--- src/rtl/regalu_pkg.sv ---
// ============================================================================
// Module      : regalu_pkg
// Description : Shared types and constants for the reg_alu_exec execute unit:
//               ALU opcode enumeration, sequencer state enumeration and the
//               opcode width.
// Revision    : 1.0 - initial release
// ============================================================================
`default_nettype none

package regalu_pkg;

    localparam int OP_W = 3;

    // Opcode 111 is PASS A by default, MUL when the multiplier is built in
    typedef enum logic [OP_W-1:0] {
        OP_ADD      = 3'b000,
        OP_SUB      = 3'b001,
        OP_AND      = 3'b010,
        OP_OR       = 3'b011,
        OP_XOR      = 3'b100,
        OP_NOTA     = 3'b101,
        OP_SHL1     = 3'b110,
        OP_PASS_MUL = 3'b111
    } alu_op_e;

    typedef enum logic [1:0] {
        ST_IDLE = 2'b00,
        ST_READ = 2'b01,
        ST_EXEC = 2'b10,
        ST_WB   = 2'b11
    } state_e;

endpackage : regalu_pkg

`default_nettype wire

--- src/rtl/reg_file.sv ---
// ============================================================================
// Module      : reg_file
// Description : NUM_REGS x DATA_W register file with two combinational read
//               ports and one synchronous write port. Entry 0 is cleared on
//               reset and never written, so it always reads as zero.
// Revision    : 1.0 - initial release
// ============================================================================
`default_nettype none

module reg_file #(
    parameter int DATA_W   = 16,
    parameter int NUM_REGS = 32,
    parameter int ADDR_W   = $clog2(NUM_REGS)
) (
    input  logic              clk,
    input  logic              rst_n,
    input  logic              we,
    input  logic [ADDR_W-1:0] waddr,
    input  logic [DATA_W-1:0] wdata,
    input  logic [ADDR_W-1:0] raddr_a,
    output logic [DATA_W-1:0] rdata_a,
    input  logic [ADDR_W-1:0] raddr_b,
    output logic [DATA_W-1:0] rdata_b
);

    logic [DATA_W-1:0] r_mem [NUM_REGS];

    // Storage: async clear of every entry, writes to address 0 are dropped
    always_ff @(posedge clk or negedge rst_n) begin
        if (!rst_n) begin
            for (int i = 0; i < NUM_REGS; i++) begin
                r_mem[i] <= '0;
            end
        end else if (we && (waddr != '0)) begin
            r_mem[waddr] <= wdata;
        end
    end

    // Entry 0 holds zero permanently, so a plain indexed read suffices
    assign rdata_a = r_mem[raddr_a];
    assign rdata_b = r_mem[raddr_b];

endmodule : reg_file

`default_nettype wire

--- src/rtl/reg_alu_exec.sv ---
// ============================================================================
// Module      : reg_alu_exec
// Description : Multi-cycle execute unit: register file, 8-operation ALU and
//               an IDLE/READ/EXEC/WB sequencer with a start/done handshake.
//               Host loads are accepted only in IDLE and share the single
//               register-file write port with writeback.
//               Optional macro REGALU_MUL_EN turns opcode 111 from PASS A into
//               a single-cycle multiply (low half result, carry = high half
//               nonzero).
// Revision    : 1.0 - initial release
// ============================================================================
`default_nettype none

module reg_alu_exec
    import regalu_pkg::*;
#(
    parameter int DATA_W   = 16,
    parameter int NUM_REGS = 32,
    parameter int ADDR_W   = $clog2(NUM_REGS)
) (
    input  logic              clk,
    input  logic              rst_n,
    input  logic              start,
    input  logic [OP_W-1:0]   op,
    input  logic [ADDR_W-1:0] ra_addr,
    input  logic [ADDR_W-1:0] rb_addr,
    input  logic [ADDR_W-1:0] wr_addr,
    input  logic              ld_en,
    input  logic [ADDR_W-1:0] ld_addr,
    input  logic [DATA_W-1:0] ld_data,
    output logic              busy,
    output logic              done,
    output logic [DATA_W-1:0] result,
    output logic              zero,
    output logic              carry
);

    state_e            r_state;
    alu_op_e           r_op;
    logic [ADDR_W-1:0] r_ra;
    logic [ADDR_W-1:0] r_rb;
    logic [ADDR_W-1:0] r_wr;
    logic [DATA_W-1:0] r_a;
    logic [DATA_W-1:0] r_b;
    logic [DATA_W-1:0] r_result;
    logic              r_zero;
    logic              r_carry;
    logic              r_done;
    logic              r_busy;

    logic              w_we;
    logic [ADDR_W-1:0] w_waddr;
    logic [DATA_W-1:0] w_wdata;
    logic [DATA_W-1:0] w_rdata_a;
    logic [DATA_W-1:0] w_rdata_b;
    logic [DATA_W-1:0] w_alu_res;
    logic              w_alu_carry;
    logic [DATA_W:0]   w_sum;
    logic [DATA_W:0]   w_diff;

    // Write port: loads only in IDLE, writeback only in WB, so they never meet
    always_comb begin
        w_we    = 1'b0;
        w_waddr = ld_addr;
        w_wdata = ld_data;
        if (r_state == ST_WB) begin
            w_we    = 1'b1;
            w_waddr = r_wr;
            w_wdata = r_result;
        end else if (r_state == ST_IDLE) begin
            w_we    = ld_en;
        end
    end

    reg_file #(
        .DATA_W   (DATA_W),
        .NUM_REGS (NUM_REGS),
        .ADDR_W   (ADDR_W)
    ) u_rf (
        .clk     (clk),
        .rst_n   (rst_n),
        .we      (w_we),
        .waddr   (w_waddr),
        .wdata   (w_wdata),
        .raddr_a (r_ra),
        .rdata_a (w_rdata_a),
        .raddr_b (r_rb),
        .rdata_b (w_rdata_b)
    );

    assign w_sum  = {1'b0, r_a} + {1'b0, r_b};
    assign w_diff = {1'b0, r_a} - {1'b0, r_b};

`ifdef REGALU_MUL_EN
    logic [2*DATA_W-1:0] w_prod;
    assign w_prod = r_a * r_b;
`endif

    // ALU: pure function of the latched operands and opcode
    always_comb begin
        w_alu_res   = '0;
        w_alu_carry = 1'b0;
        case (r_op)
            OP_ADD: begin
                w_alu_res   = w_sum[DATA_W-1:0];
                w_alu_carry = w_sum[DATA_W];
            end
            OP_SUB: begin
                // Top bit of the widened difference is the borrow (A < B)
                w_alu_res   = w_diff[DATA_W-1:0];
                w_alu_carry = w_diff[DATA_W];
            end
            OP_AND:  w_alu_res = r_a & r_b;
            OP_OR:   w_alu_res = r_a | r_b;
            OP_XOR:  w_alu_res = r_a ^ r_b;
            OP_NOTA: w_alu_res = ~r_a;
            OP_SHL1: begin
                w_alu_res   = {r_a[DATA_W-2:0], 1'b0};
                w_alu_carry = r_a[DATA_W-1];
            end
            OP_PASS_MUL: begin
`ifdef REGALU_MUL_EN
                w_alu_res   = w_prod[DATA_W-1:0];
                w_alu_carry = |w_prod[2*DATA_W-1:DATA_W];
`else
                w_alu_res   = r_a;
`endif
            end
            default: begin
                w_alu_res   = '0;
                w_alu_carry = 1'b0;
            end
        endcase
    end

    // Sequencer: latch fields on start, operands in READ, result in EXEC
    always_ff @(posedge clk or negedge rst_n) begin
        if (!rst_n) begin
            r_state  <= ST_IDLE;
            r_op     <= OP_ADD;
            r_ra     <= '0;
            r_rb     <= '0;
            r_wr     <= '0;
            r_a      <= '0;
            r_b      <= '0;
            r_result <= '0;
            r_zero   <= 1'b0;
            r_carry  <= 1'b0;
            r_done   <= 1'b0;
            r_busy   <= 1'b0;
        end else begin
            r_done <= 1'b0;
            case (r_state)
                ST_IDLE: begin
                    if (start) begin
                        r_op    <= alu_op_e'(op);
                        r_ra    <= ra_addr;
                        r_rb    <= rb_addr;
                        r_wr    <= wr_addr;
                        r_busy  <= 1'b1;
                        r_state <= ST_READ;
                    end
                end
                ST_READ: begin
                    r_a     <= w_rdata_a;
                    r_b     <= w_rdata_b;
                    r_state <= ST_EXEC;
                end
                ST_EXEC: begin
                    r_result <= w_alu_res;
                    r_zero   <= (w_alu_res == '0);
                    r_carry  <= w_alu_carry;
                    r_done   <= 1'b1;
                    r_state  <= ST_WB;
                end
                ST_WB: begin
                    r_busy  <= 1'b0;
                    r_state <= ST_IDLE;
                end
                default: begin
                    r_busy  <= 1'b0;
                    r_state <= ST_IDLE;
                end
            endcase
        end
    end

    assign busy   = r_busy;
    assign done   = r_done;
    assign result = r_result;
    assign zero   = r_zero;
    assign carry  = r_carry;

endmodule : reg_alu_exec

`default_nettype wire
--- config.mk ---
export PLATFORM = sky130hd
export DESIGN_NAME = reg_alu_exec
export DESIGN_NICKNAME = d
export VERILOG_FILES = /design/src/rtl/regalu_pkg.sv /design/src/rtl/reg_file.sv /design/src/rtl/reg_alu_exec.sv
export SDC_FILE = /design/constraint.sdc
export NUM_CORES = 1
export LEC_CHECK = 0
export CORE_AREA = 2 2 319 321
export CTS_BUF_LIST = sky130_fd_sc_hd__clkbuf_2
export CTS_CLUSTER_DIAMETER = 150
export DETAILED_ROUTE_END_ITERATION = 6
export DIE_AREA = 0 0 321 323
export PLACE_DENSITY = 0.42
export SLEW_MARGIN = 20
export SYNTH_ARGS = -nofsm -noshare
export SYNTH_HDL_FRONTEND = slang
export SYNTH_SLANG_ARGS = --single-unit
--- constraint.sdc ---
create_clock -name clk -period 4.7 [get_ports clk]
set_input_delay 1.175 -clock clk [delete_from_list [all_inputs] [get_ports clk]]
set_output_delay 1.175 -clock clk [all_outputs]
set_load 0.01 [all_outputs]
# Yosys cells after proc, flatten, opt, wreduce, memory -nomap -nowiden
# Index checks and enable logic that the tools add are counted.
# W data, S select, Z words.
[op_classes]
n_bitwise = 7
mux = 20
eq_ne = 11
n_reduce_logical = 9
magnitude_cmp = 4
addsub = 2
[op_table]
columns = ["cell", "n"]
rows = [
  ["$bwmux W512", 1],
  ["$bmux W16 S5", 2],
  ["$pmux W16 S8", 1],
  ["$mux W16", 6],
  ["$demux W16 S5", 1],
  ["$ge A6 B6 Y1 const B", 3],
  ["$not A5 Y6", 3],
  ["$add A16 B16 Y17", 1],
  ["$sub A16 B16 Y17", 1],
  ["$and A16 B16 Y16", 1],
  ["$logic_not A16 Y1", 1],
  ["$not A16 Y16", 1],
  ["$or A16 B16 Y16", 1],
  ["$xor A16 B16 Y16", 1],
  ["$eq A3 B3 Y1 const B", 4],
  ["$pmux W2 S4", 1],
  ["$eq A3 B2 Y1 const B", 2],
  ["$lt A6 B1 Y1 const B", 1],
  ["$mux W5", 1],
  ["$reduce_bool A5 Y1", 1],
  ["$eq A2 B2 Y1 const B", 2],
  ["$mux W1", 4],
  ["$reduce_and A2 Y1", 2],
  ["$eq A3 B1 Y1 const B", 1],
  ["9 further kinds", 10],
]
[word_totals]
register_bits = 584
out_inout_bits = 20
input_bits = 43

# Depth between registers and ports, before layout
# Gate-level depths: netlist of the first run.
[logic_depth]
ltp_word = 8
depth_mapped = 13
ltp_nobuf = 13

# Cells and area by module
# A second synthesis of the first run with hierarchy kept.
[hier_totals]
cells_unflattened = 2989
area_unflattened_um2 = 33933.8
[by_module_without_submodules]
columns = ["module", "area_per_inst_um2", "cells_each", "seq_area_each_um2", "n_inst"]
rows = [
  ["reg_file", 27830.4, 2302, 12812.3, 1],
  ["reg_alu_exec", 6103.4, 687, 1801.7, 1],
]

# Worst setup path after synthesis of the first run
# OpenSTA, ideal clock, no wires.
[synth_timing]
path_type = "reg2reg"
startpoint = "register r_a[0]"
endpoint = "register r_zero (netlist: zero)"
required_ns = 4.605
path_slack_ns = 1.829
setup_time_ns = 0.095
stages_incl_launch_ff = 12
arrival_ns = 2.776
cell_sequence = "dfrtp_1 -> ha_1 -> fa_1 -> a21o_1 -> a221o_1 -> and2_1 -> or3_1 -> a31oi_1 -> nand4_1 -> nor4_1 -> nand4_1 -> o32ai_2"
[synth_via]
elab_chain_len = 3
elab_cells_between_ends = 8
cone_classes = "add/sub (2); mux (1); bitwise (4); reduce/logical (1)"
[synth_lines]
columns = ["element", "line", "rtl"]
rows = [
  ["start, declared", "reg_alu_exec.sv:43", "logic [DATA_W-1:0] r_a;"],
  ["start signal, assigned", "reg_alu_exec.sv:165", "r_a <= w_rdata_a;"],
  ["$sub A16 B16 Y17 (tied with other cells)", "reg_alu_exec.sv:92", "assign w_diff = {1'b0, r_a} - {1'b0, r_b};"],
  ["$pmux W16 S8 *", "reg_alu_exec.sv:103", "case (r_op)"],
  ["$logic_not A16 Y1 *", "reg_alu_exec.sv:171", "r_zero <= (w_alu_res == '0);"],
  ["end signal, assigned", "reg_alu_exec.sv:171", ""],
  ["end, declared", "reg_alu_exec.sv:46", "logic r_zero;"],
]
# Mark *: on every way between the ends. The rest lies on a longest branch, timed or not.
# A chain may end at the register's enable or synchronous reset.

# Final worst setup path of the first run
[layout_timing]
startpoint = "register r_result[11] (netlist: result[11])"
endpoint = "output result[11]"
[layout_lines]
columns = ["element", "line", "rtl"]
rows = [
  ["start, declared", "reg_alu_exec.sv:45", "logic [DATA_W-1:0] r_result;"],
  ["start signal, assigned", "reg_alu_exec.sv:170", "r_result <= w_alu_res;"],
  ["end, declared", "reg_alu_exec.sv:33", "output logic [DATA_W-1:0] result,"],
]
# No word-level cell between the ends.

==> out/qor.yml, run 1 <==
pwr:
  power.internal_mw: 15.9
  p_total_mw: 28.4
  clkPwrFrac_pct: 13.6
  pwr-share-comb_pct: 52.7
  ir_drop_uv: 516
  p_sw_mw: 12.5
  p_seq_share_pct: 33.6
  cellLeakagePower_nw: 15.1
  p_per_area_nw_per_um2: 792
  netSwitchingFraction_pct: 44.0
floorplanning:
  initial_core_util_pct: 31.6
  dieArea_um2: 104000
  ios: 63
  num_rows: 117
  die_h_um: 323
  coreArea_um2: 101000
  die_w_um: 321
cells_and_area:
  fin_util_pct: 35.6
  nNetsFinal: 3006
  final_area_um2: 35900
  nFillCells: 10000
  synthToLayoutAreaGrowth_pct: 12.6
  multi_input_area_um2: 16100
  drive_gt1_share_pct: 25.4
  seqCellArea_um2: 14600
worst_setup_path:
  critical_path.top_delay_family: "buffers and inverters"
  start_kind: "register"
  path_max_fanout: 3
  worst-path-buf-inv: 1
  cp.required_ns: 3.52
  crit_chain: "clkdlybuf4s50_1"
  slowest_delay_ns: 0.61
  crit_path_end_kind: "output pin"
  slowest_stage: "clkdlybuf4s50_1"
  path_class: "register to output pin"
  arrival_ns: 2.45
sta:
  slew_headroom_pct: 29.8
  finalHoldViolCount: 0
  period_minus_slack_ns: 3.63
  tns_ns: 0
  holdWs_ns: 0.260
  fin_skew_ns: 0.117
  finalSetupViolCount: 0
  fmax_mhz: 276
  post-route-period-util_pct: 77.2
  rsz0062_at_grt: "false"
  drv_slew: 0
  max_slew.worst_pin.slew_ns: 1.03
logic_synthesis:
  synth-edff-count: 0
  yosysMostFrequentCell: "dfrtp_1"
  ys_seq_area_share_pct: 45.9
  synthTopCellsByCount: "dfrtp_1, nor2_1, mux4_2, a21oi_1, nand2_1"
  async_reset_ff_share_pct: 100
  syn_nets: 2956
  ys_types: 73
  synthFlopType: "dfrtp_1"
  synth_warnings: 0
  yosys-top-cells-area: "dfrtp_1, mux4_2, a21oi_1, o21ai_0, nor2_1"
  syn_inst: 2859
  ys_ff_latch: 584
  avgSynthCellArea_um2: 11.1
  yosys.area.top_type: "dfrtp_1"
  yosysTopAreaCellShare_pct: 45.9
  synth_area_um2: 31800
clock_tree:
  post_cts_resize_count: 0
  htreeDepth: 4
  numCtsBuffers: 168
  worstSkewPairLatency_ns: 1.39
  clockBufferDepth: 3
  cts_tree: "yes"
  cts.sinks: 584
  clk_pin_slew_ns: 0.11
  root_buffer: "clkbuf_2"
hold_path:
  worstHoldPathType: "input port to asynchronous set/reset pin"
global_route:
  grt_usage_pct: 21.2
  grt_overflow: 0
  grt_pass1_vias: 24100
  antenna_found_initial: 5
  grt_max_degree: 109
  grt_pass1_wl_um: 161000
job:
  cap_viol_max_count: 0
place:
  dp_hpwl_um: 70100
  port_buffers: 62
  gp_congestion: 0.886
  placed_area_um2: 34100
detailed_routing:
  drc: 0
  ant_nets: 0
  via_per_inst: 5.43
  wl_um: 108000
  wl_per_cell_um: 24.8
  drt-initial-drc-count: 1952
  dr.pass1.iters: 5
  vias: 23600
status:
  status: "completed"
sequential cells by signal, summed over array words and instances, names as in the netlist:
signal / flops
r_ra: 5
r_state: 2
busy: 1
zero: 1
done: 1
result: 16
u_rf.r_mem: 512
r_rb: 5
r_op: 3
r_wr: 5
r_b: 16
r_a: 16
carry: 1
cells in the final DEF (no fill, tap or decap), types with 6 or more instances in the layout:
master             n
a31oi_1            8
ha_1              50
o211ai_1           6
a22oi_1            6
clkbuf_2         246
clkdlybuf4s50_1   61
nand2_1          305
dfrtp_1          574
nand2b_1          10
nand3_1           16
o21ai_0          300
mux4_2           321
a22o_1             7
nor2b_1           13
dfrtp_2            6
xnor2_1            7
nor2_4             7
nor2_1           336
a21oi_1          320
nor3_1             8
xor2_1             6
mux2i_1           39
buf_12            14
mux2_2            29
a211oi_1          10
buf_4             75
mux2i_4           11
o22ai_1            7
inv_1             61
clkinv_1          28
o221ai_1           7
nor4_1             6
buf_16             8
cell type report:
cell class | count | area share (%)
antenna | 5 | 0.0349
clock buffer | 246 | 3.43
clock inverter | 46 | 0.810
inverter | 62 | 0.649
multi-input combinational | 1932 | 44.9
sequential | 584 | 40.8
tap | 1309 | 4.57
timing repair buffer | 161 | 4.81
routing by layer:
layer  share of wire (%)  vias to the layer above  track usage, %
met5               0.012                        -               0
met2                  46                      783            32.8
li1                    -                    10600               -
met1                  46                    12100            30.2
met4                 2.3                        2            6.52
met3                 6.2                      171            3.89
cells by family after synthesis:
logic type	share of synthesized area [%]
AND/OR/NAND/NOR	9.31
multiplexers	25.5
adder cells (fa/ha/maj)	2.17
AO/OA/AOI/OAI	12.5
buffers and inverters	4.30
XOR/XNOR	0.358
flip-flops	45.9
through the flow:
step	setup WS, ns	instances
5_1_grt	0.922	4343
2_1_floorplan	1.83	2859
3_3_place_gp	0.965	4038
6_report	1.07	4345
3_5_place_dp	0.971	4039
4_1_cts	0.859	4332
power by group through the flow:
stage / clock network [mW] / logic (mW) / registers [mW]
after floorplan: 0 / 10.9 / 8.39
after global placement: 0 / 14.8 / 9.49
after detailed placement: 0 / 14.9 / 9.67
after CTS: 4.06 / 14.9 / 9.57
after global routing: 4.33 / 16.2 / 9.91
final: 3.87 / 15.0 / 9.56
timing repair:
item / 4_1_cts / 5_1_grt
endpoints found under the hold margin: 97 / 0
hold buffers: 1 / 0
setup buffers: 0 / 0
path summary, 6_finish.rpt:
| check | slack, ns | end | start | depth (start not counted) |
|---|---|---|---|---|
| worst max-delay path | 1.07 | result[11] | result[11]$_DFFE_PN0P_ | 1 |
| worst min-delay path | 0.26 | u_rf.r_mem[387]$_DFFE_PN0P_ | rst_n | 2 |
| worst max register to register | 1.09 | zero$_DFFE_PN0P_ | r_a[0]$_DFFE_PN0N_ | 12 |
| worst min register to register | 0.40 | u_rf.r_mem[498]$_DFFE_PN0P_ | u_rf.r_mem[498]$_DFFE_PN0P_ | 0 |
| max in group asynchronous | 3.11 | u_rf.r_mem[181]$_DFFE_PN0P_ | rst_n | 4 |
| min in group clk | 0.40 | u_rf.r_mem[498]$_DFFE_PN0P_ | u_rf.r_mem[498]$_DFFE_PN0P_ | 0 |
No activity file was read; power rests on OpenSTA's default activity.
==> run 2: changes to the inputs <==
PLACE_DENSITY = 0.44   (was 0.42)
clock period = 3.3 ns   (was 4.7 ns; I/O delays follow)
==> run 2 against run 1 <==
First-iteration DRC count increased by 0.15%; routed wire length about the same; clock-buffer cell count decreased by 13; non-clock buffer count increased by 99; critical path type is now register to register; largest cell class unchanged; highest routed layer unchanged.
==> out/qor.yml, run 2 (synthesis results as in run 1) <==
sta:
  post-route-period-util_pct: 97.3
  finalSetupViolCount: 0  # unchanged
  fmax_mhz: 312
  finalHoldViolCount: 0  # unchanged
  period_minus_slack_ns: 3.21
  rsz0062_at_grt: "true"
  drv_slew: 0  # unchanged
  max_slew.worst_pin.slew_ns: 0.972  # -0.0591 ns
  fin_ws_ns: 0.0905  # -0.982 ns
  holdWs_ns: 0.406  # +0.146 ns
  fin_skew_ns: 0.127  # +0.0101 ns
  slew_headroom_pct: 35.2  # +5.4 points
cells_and_area:
  largest_reg_flops: 512  # unchanged
  drive_gt1_share_pct: 27.5  # +2.0 points
  layoutNonFillerInstCount: 4437  # +2.1%
  largest-register: "u_rf.r_mem"
  synthToLayoutAreaGrowth_pct: 16.2
  final_cell_mix: "dfrtp_1, nor2_1, mux4_2"
  nNetsFinal: 3101  # +3.2%
  nFillCells: 9936  # -1.1%
  final_common_cell: "dfrtp_1"
  final_area_um2: 37000  # +3.2%
status:
  status: "completed"
worst_setup_path:
  cp.required_ns: 4.59  # +1.07 ns
  path_class: "register to register"
  crit_path_end_kind: "register"
  start_kind: "register"
  arrival_ns: 4.50  # +2.05 ns
  path_max_fanout: 4  # +1
detailed_routing:
  wl_um: 108000  # about the same
  drc: 0  # unchanged
  dr.pass1.iters: 5  # unchanged
  vias: 23900  # +1.3%
  drt-initial-drc-count: 1955  # +0.15%
  via_per_inst: 5.39  # -0.77%
  ant_nets: 0  # unchanged
  wl_per_cell_um: 24.3  # -2.1%
pwr:
  power.internal_mw: 23.5  # +48%
  p_total_mw: 41.4  # +46%
  p_sw_mw: 17.9  # +43%
  p_per_area_nw_per_um2: 1120  # +41%
  ir_drop_uv: 402  # -22%
  cellLeakagePower_nw: 15.7  # +3.8%
  pwr-share-comb_pct: 55.0  # +2.3 points
  netSwitchingFraction_pct: 43.3  # -0.74 points
  p_seq_share_pct: 31.8  # -1.8 points
  clkPwrFrac_pct: 13.2  # -0.4 points
global_route:
  grt_overflow: 0  # unchanged
  use_met1_pct: 28.1  # -2.2 points
  grt_pass1_wl_um: 161000  # -0.17%
  use_met2_pct: 34.4  # +1.7 points
  globalRouteMet3Util_pct: 4.18  # +0.29 points
  antenna_found_initial: 6  # +1
  grt_max_degree: 86  # -21%
  top_usage_layer: "met2"
  grt_usage_pct: 21.1  # -0.12 points
  grt_pass1_vias: 24700  # +2.6%
place:
  port_buffers: 62  # unchanged
  post-place-ws_ns: 0.0708  # -0.900 ns
  gp_congestion: 0.892  # +0.70%
  placed_area_um2: 35100  # +3.0%
  dp_hpwl_um: 70600  # +0.77%
  placed_cells_incl_taps: 4114  # +1.9%
floorplanning:
  die_h_um: 323  # unchanged
  dieArea_um2: 104000  # unchanged
  die_w_um: 321  # unchanged
  initial_core_util_pct: 31.6  # unchanged
  coreArea_um2: 101000  # unchanged
  num_rows: 117  # unchanged
  ios: 63  # unchanged
hold_path:
  worstHoldPathType: "register to register"
clock_tree:
  worstSkewPairLatency_ns: 1.44  # +0.05 ns
  cts.sinks: 584  # unchanged
  htreeDepth: 4  # unchanged
  root_buffer: "clkbuf_2"
  clockBufferDepth: 3  # unchanged
  cts_tree: "yes"
  clk_pin_slew_ns: 0.10  # about the same
  numCtsBuffers: 164  # -2.4%
job:
  cap_viol_max_count: 0  # unchanged
[run 2: layout make-up]
type | instances | area [µm²] | area share [%]
Clock inverter | 50 | 320 | 0.866
Timing Repair Buffer | 260 | 2890 | 7.81
Multi-Input combinational cell | 1932 | 16100 | 43.5
Clock buffer | 233 | 1170 | 3.15
Tap cell | 1309 | 1640 | 4.43
Antenna cell | 7 | 17.5 | 0.0474
Inverter | 62 | 233 | 0.629
Sequential cell | 584 | 14600 | 39.6
[run 2: metrics by stage]
step,util (%),setup TNS (ns)
floorplan,-,0
global placement,34.9,0
detailed placement,34.9,0
CTS,36.6,0
global route,36.7,-0.111
finish,36.7,0
[run 2: final timing paths]
| check | from | end | slack [ns] | depth (start not counted) |
|---|---|---|---|---|
| max | r_a[0]$_DFFE_PN0N_ | zero$_DFFE_PN0P_ | 0.09 | 12 |
| min | u_rf.r_mem[496]$_DFFE_PN0P_ | u_rf.r_mem[496]$_DFFE_PN0P_ | 0.41 | 0 |
| min reg2reg | u_rf.r_mem[496]$_DFFE_PN0P_ | u_rf.r_mem[496]$_DFFE_PN0P_ | 0.41 | 0 |
| max reg2reg | r_a[0]$_DFFE_PN0N_ | zero$_DFFE_PN0P_ | 0.09 | 12 |
| max in group asynchronous | rst_n | result[3]$_DFFE_PN0P_ | 2.05 | 4 |
| min in group asynchronous | rst_n | r_rb[1]$_DFFE_PN0P_ | 0.67 | 4 |
[run 2: power groups by stage]
stage	Sequential, mW	Clock, mW	Combinational (mW)
2_1_floorplan	12.0	0	15.6
3_3_place_gp	13.0	0	22.4
3_5_place_dp	13.3	0	22.5
4_1_cts	13.1	5.73	22.6
5_1_grt	13.6	6.10	24.6
6_report	13.2	5.46	22.7
[run 2: timing repair]
| action | CTS | global route |
|---|---|---|
| buffers inserted | 7 | 4 |
| endpoints found under the hold margin | 604 | 0 |
| hold buffers | 22 | 0 |
| resized for setup | 21 | 19 |
| endpoints found under the setup margin | 17 | 4 |
| pin swaps | 0 | 6 |
| cloned | 0 | 0 |
[run 2: layer usage]
metal	vias to the layer above	routed length, µm	part of all wire (%)
li1	10800	-	-
met1	12300	47100	44
met2	716	51700	48
met3	162	6050	5.6
met4	4	2880	2.7
met5	-	27	0.025
[run 2: worst max-delay path, stage by stage (launching register included)]
cell	delay [ns]
dfrtp_1	0.43
ha_2	0.21
fa_2	0.34
a21o_1	0.18
a221o_1	0.32
and2_4	0.17
or3_4	0.33
a31oi_4	0.19
nand4_1	0.13
nor4_2	0.29
buf_4	0.15
nand4_1	0.10
o32ai_2	0.28
==> run 3: changes to the inputs <==
PLACE_DENSITY = default   (was 0.44)
PLACE_DENSITY_LB_ADDON = 0.15   (was default)
==> run 3 against run 2 <==
Total power rose by 0.13%; combinational power barely moved; sequential cell count did not move; clock-buffer cell count fell by 4; design area rose by 0.46%; first-iteration DRC count fell by 4.7%; clock skew rose by 0.0083 ns.
==> out/qor.yml, run 3 (synthesis results as in run 1) <==
floorplanning:
  die_h_um: 323  # unchanged
  die_w_um: 321  # unchanged
  ios: 63  # unchanged
  initial_core_util_pct: 31.6  # unchanged
  dieArea_um2: 104000  # unchanged
  coreArea_um2: 101000  # unchanged
  num_rows: 117  # unchanged
detailed_routing:
  ant_nets: 0  # unchanged
  wl_per_cell_um: 24.3  # -0.14%
  drc: 0  # unchanged
  vias: 24100  # +0.95%
  dr.pass1.iters: 7  # +2
  wl_um: 108000  # +0.11%
  drt-initial-drc-count: 1864  # -4.7%
  via_per_inst: 5.42  # +0.70%
clock_tree:
  numCtsBuffers: 164  # unchanged
  clockBufferDepth: 3  # unchanged
  htreeDepth: 4  # unchanged
  cts.sinks: 584  # unchanged
  cts_tree: "yes"
  root_buffer: "clkbuf_2"
  clk_pin_slew_ns: 0.11  # about the same
  worstSkewPairLatency_ns: 1.44  # about the same
global_route:
  grt_pass1_vias: 24900  # +0.59%
  antenna_found_initial: 5  # -1
  grt_usage_pct: 21.1  # +0.076 points
  top_usage_layer: "met2"
  grt_overflow: 0  # unchanged
  grt_max_degree: 65  # -24%
  use_met2_pct: 34.2  # -0.23 points
  globalRouteMet3Util_pct: 4.02  # -0.16 points
  use_met1_pct: 28.6  # +0.57 points
  grt_pass1_wl_um: 162000  # +0.56%
cells_and_area:
  layoutNonFillerInstCount: 4448  # +0.25%
  nFillCells: 9877  # -0.59%
  synthToLayoutAreaGrowth_pct: 16.7
  fin_util_pct: 36.9  # +0.17 points
  final_common_cell: "dfrtp_1"
  final_cell_mix: "dfrtp_1, nor2_1, mux4_2"
  largest-register: "u_rf.r_mem"
  final_area_um2: 37200  # +0.46%
  nNetsFinal: 3111  # +0.32%
  largest_reg_flops: 512  # unchanged
  drive_gt1_share_pct: 27.6  # +0.10 points
worst_setup_path:
  setup.worst_path.start: "r_a[1]$_DFFE_PN0N_"
  path_class: "register to register"
  arrival_ns: 4.38  # -0.12 ns
  crit_path_end_kind: "register"
  path_max_fanout: 5  # +1
  cp.required_ns: 4.59  # about the same
  start_kind: "register"
  r2r_start: "r_a[1]$_DFFE_PN0N_"
pwr:
  cellLeakagePower_nw: 15.8  # +0.52%
  pwr-share-comb_pct: 54.8  # -0.2 points
  p_sw_mw: 18.0  # +0.61%
  power.internal_mw: 23.4  # -0.25%
  ir_drop_uv: 470  # +17%
  clkPwrFrac_pct: 13.3  # about the same
  p_total_mw: 41.4  # +0.13%
  p_per_area_nw_per_um2: 1110  # -0.34%
  netSwitchingFraction_pct: 43.5  # +0.21 points
  p_seq_share_pct: 31.9  # about the same
job:
  cap_viol_max_count: 0  # unchanged
place:
  placed_area_um2: 35300  # +0.53%
  gp_congestion: 0.890  # -0.24%
  port_buffers: 62  # unchanged
  placed_cells_incl_taps: 4127  # +0.32%
  dp_hpwl_um: 70100  # -0.74%
sta:
  finalHoldViolCount: 0  # unchanged
  rsz0062_at_grt: "false"
  fin_skew_ns: 0.135  # +0.00828 ns
  max_slew.worst_pin.slew_ns: 0.931  # -0.0412 ns
  tns_ns: 0  # unchanged
  fmax_mhz: 323  # +3.8%
  post-route-period-util_pct: 93.7  # -3.5 points
  period_minus_slack_ns: 3.09  # -0.116 ns
  finalSetupViolCount: 0  # unchanged
  drv_slew: 0  # unchanged
  slew_headroom_pct: 37.9  # +2.7 points
status:
  status: "completed"
hold_path:
  hp-start: "ld_data[5]"
  worstHoldPathType: "input port to register"
[run 3: cell types whose count changed in the layout (fill, tap and decap cells not counted), sizes merged]
| cell | change |
|---|---|
| buf | +10 |
| bufinv | -1 |
| clkbuf | -4 |
| clkdlybuf4s50 | -3 |
| clkinv | +6 |
| clkinvlp | +1 |
| diode | -3 |
| dlygate4sd2 | +3 |
| inv | +2 |
[run 3: per-layer routing]
layer | vias up | part of all wire, %
met1 | 12300 | 44
met3 | 188 | 6.2
met4 | 0 | 2.3
li1 | 10800 | -
met2 | 809 | 48
met5 | - | 0
[run 3: path summary, 6_finish.rpt]
check	endpoint	slack (ns)	cells past startpoint
worst min register to register	u_rf.r_mem[502]$_DFFE_PN0P_	0.40	0
worst max register to register	zero$_DFFE_PN0P_	0.21	13
worst max-delay path	zero$_DFFE_PN0P_	0.21	13
max in group asynchronous	r_a[10]$_DFFE_PN0N_	1.89	4
min in group asynchronous	u_rf.r_mem[485]$_DFFE_PN0P_	0.65	3
worst min-delay path	u_rf.r_mem[453]$_DFFE_PN0P_	0.40	4
[run 3: cell type report]
cell class              instances  area, µm²  share of cell area (%)
multi-input cells            1932      16100                    43.4
flip-flops and latches        584      14600                    39.4
repair buffers                270       3000                    8.07
well taps                    1309       1640                    4.41
clock buffers                 229       1150                    3.08
clock inverters                58        369                   0.993
inverters                      62        233                   0.626
diodes                          4       10.0                  0.0269
[run 3: worst max-delay path, stage by stage, from the launching register on]
cell      delay, ns
dfrtp_1        0.45
buf_4          0.18
inv_1          0.05
ha_1           0.32
a21oi_1        0.28
o211ai_1       0.25
buf_4          0.21
nand3_1        0.07
o211ai_1       0.11
xnor2_1        0.17
o22ai_1        0.19
a311oi_1       0.35
nand4_1        0.17
o32ai_2        0.22
[run 3: through the flow]
step	setup WS [ns]	hold slack [ns]
6_report	0.207	0.400
5_1_grt	0.0117	0.274
4_1_cts	0.0134	0.146
3_5_place_dp	0.0365	0.384
3_3_place_gp	-0.0223	0.378
2_1_floorplan	0.429	0.441
[run 3: power by group through the flow]
stage / combinational, mW / clock (mW) / sequential, mW
final: 22.7 / 5.53 / 13.2
after global routing: 24.5 / 6.17 / 13.7
after CTS: 22.6 / 5.79 / 13.2
after detailed placement: 22.4 / 0 / 13.4
after global placement: 22.3 / 0 / 13.1
after floorplan: 15.6 / 0 / 12.0
[run 3: repair_timing]
item                       in CTS  in global routing
pin swaps                       0                  1
resized for setup              22                 14
hold buffers                   22                  0
gates cloned                    0                  0
setup endpoints to repair      19                  2
buffers inserted                7                  1
hold endpoints to repair      453                  0
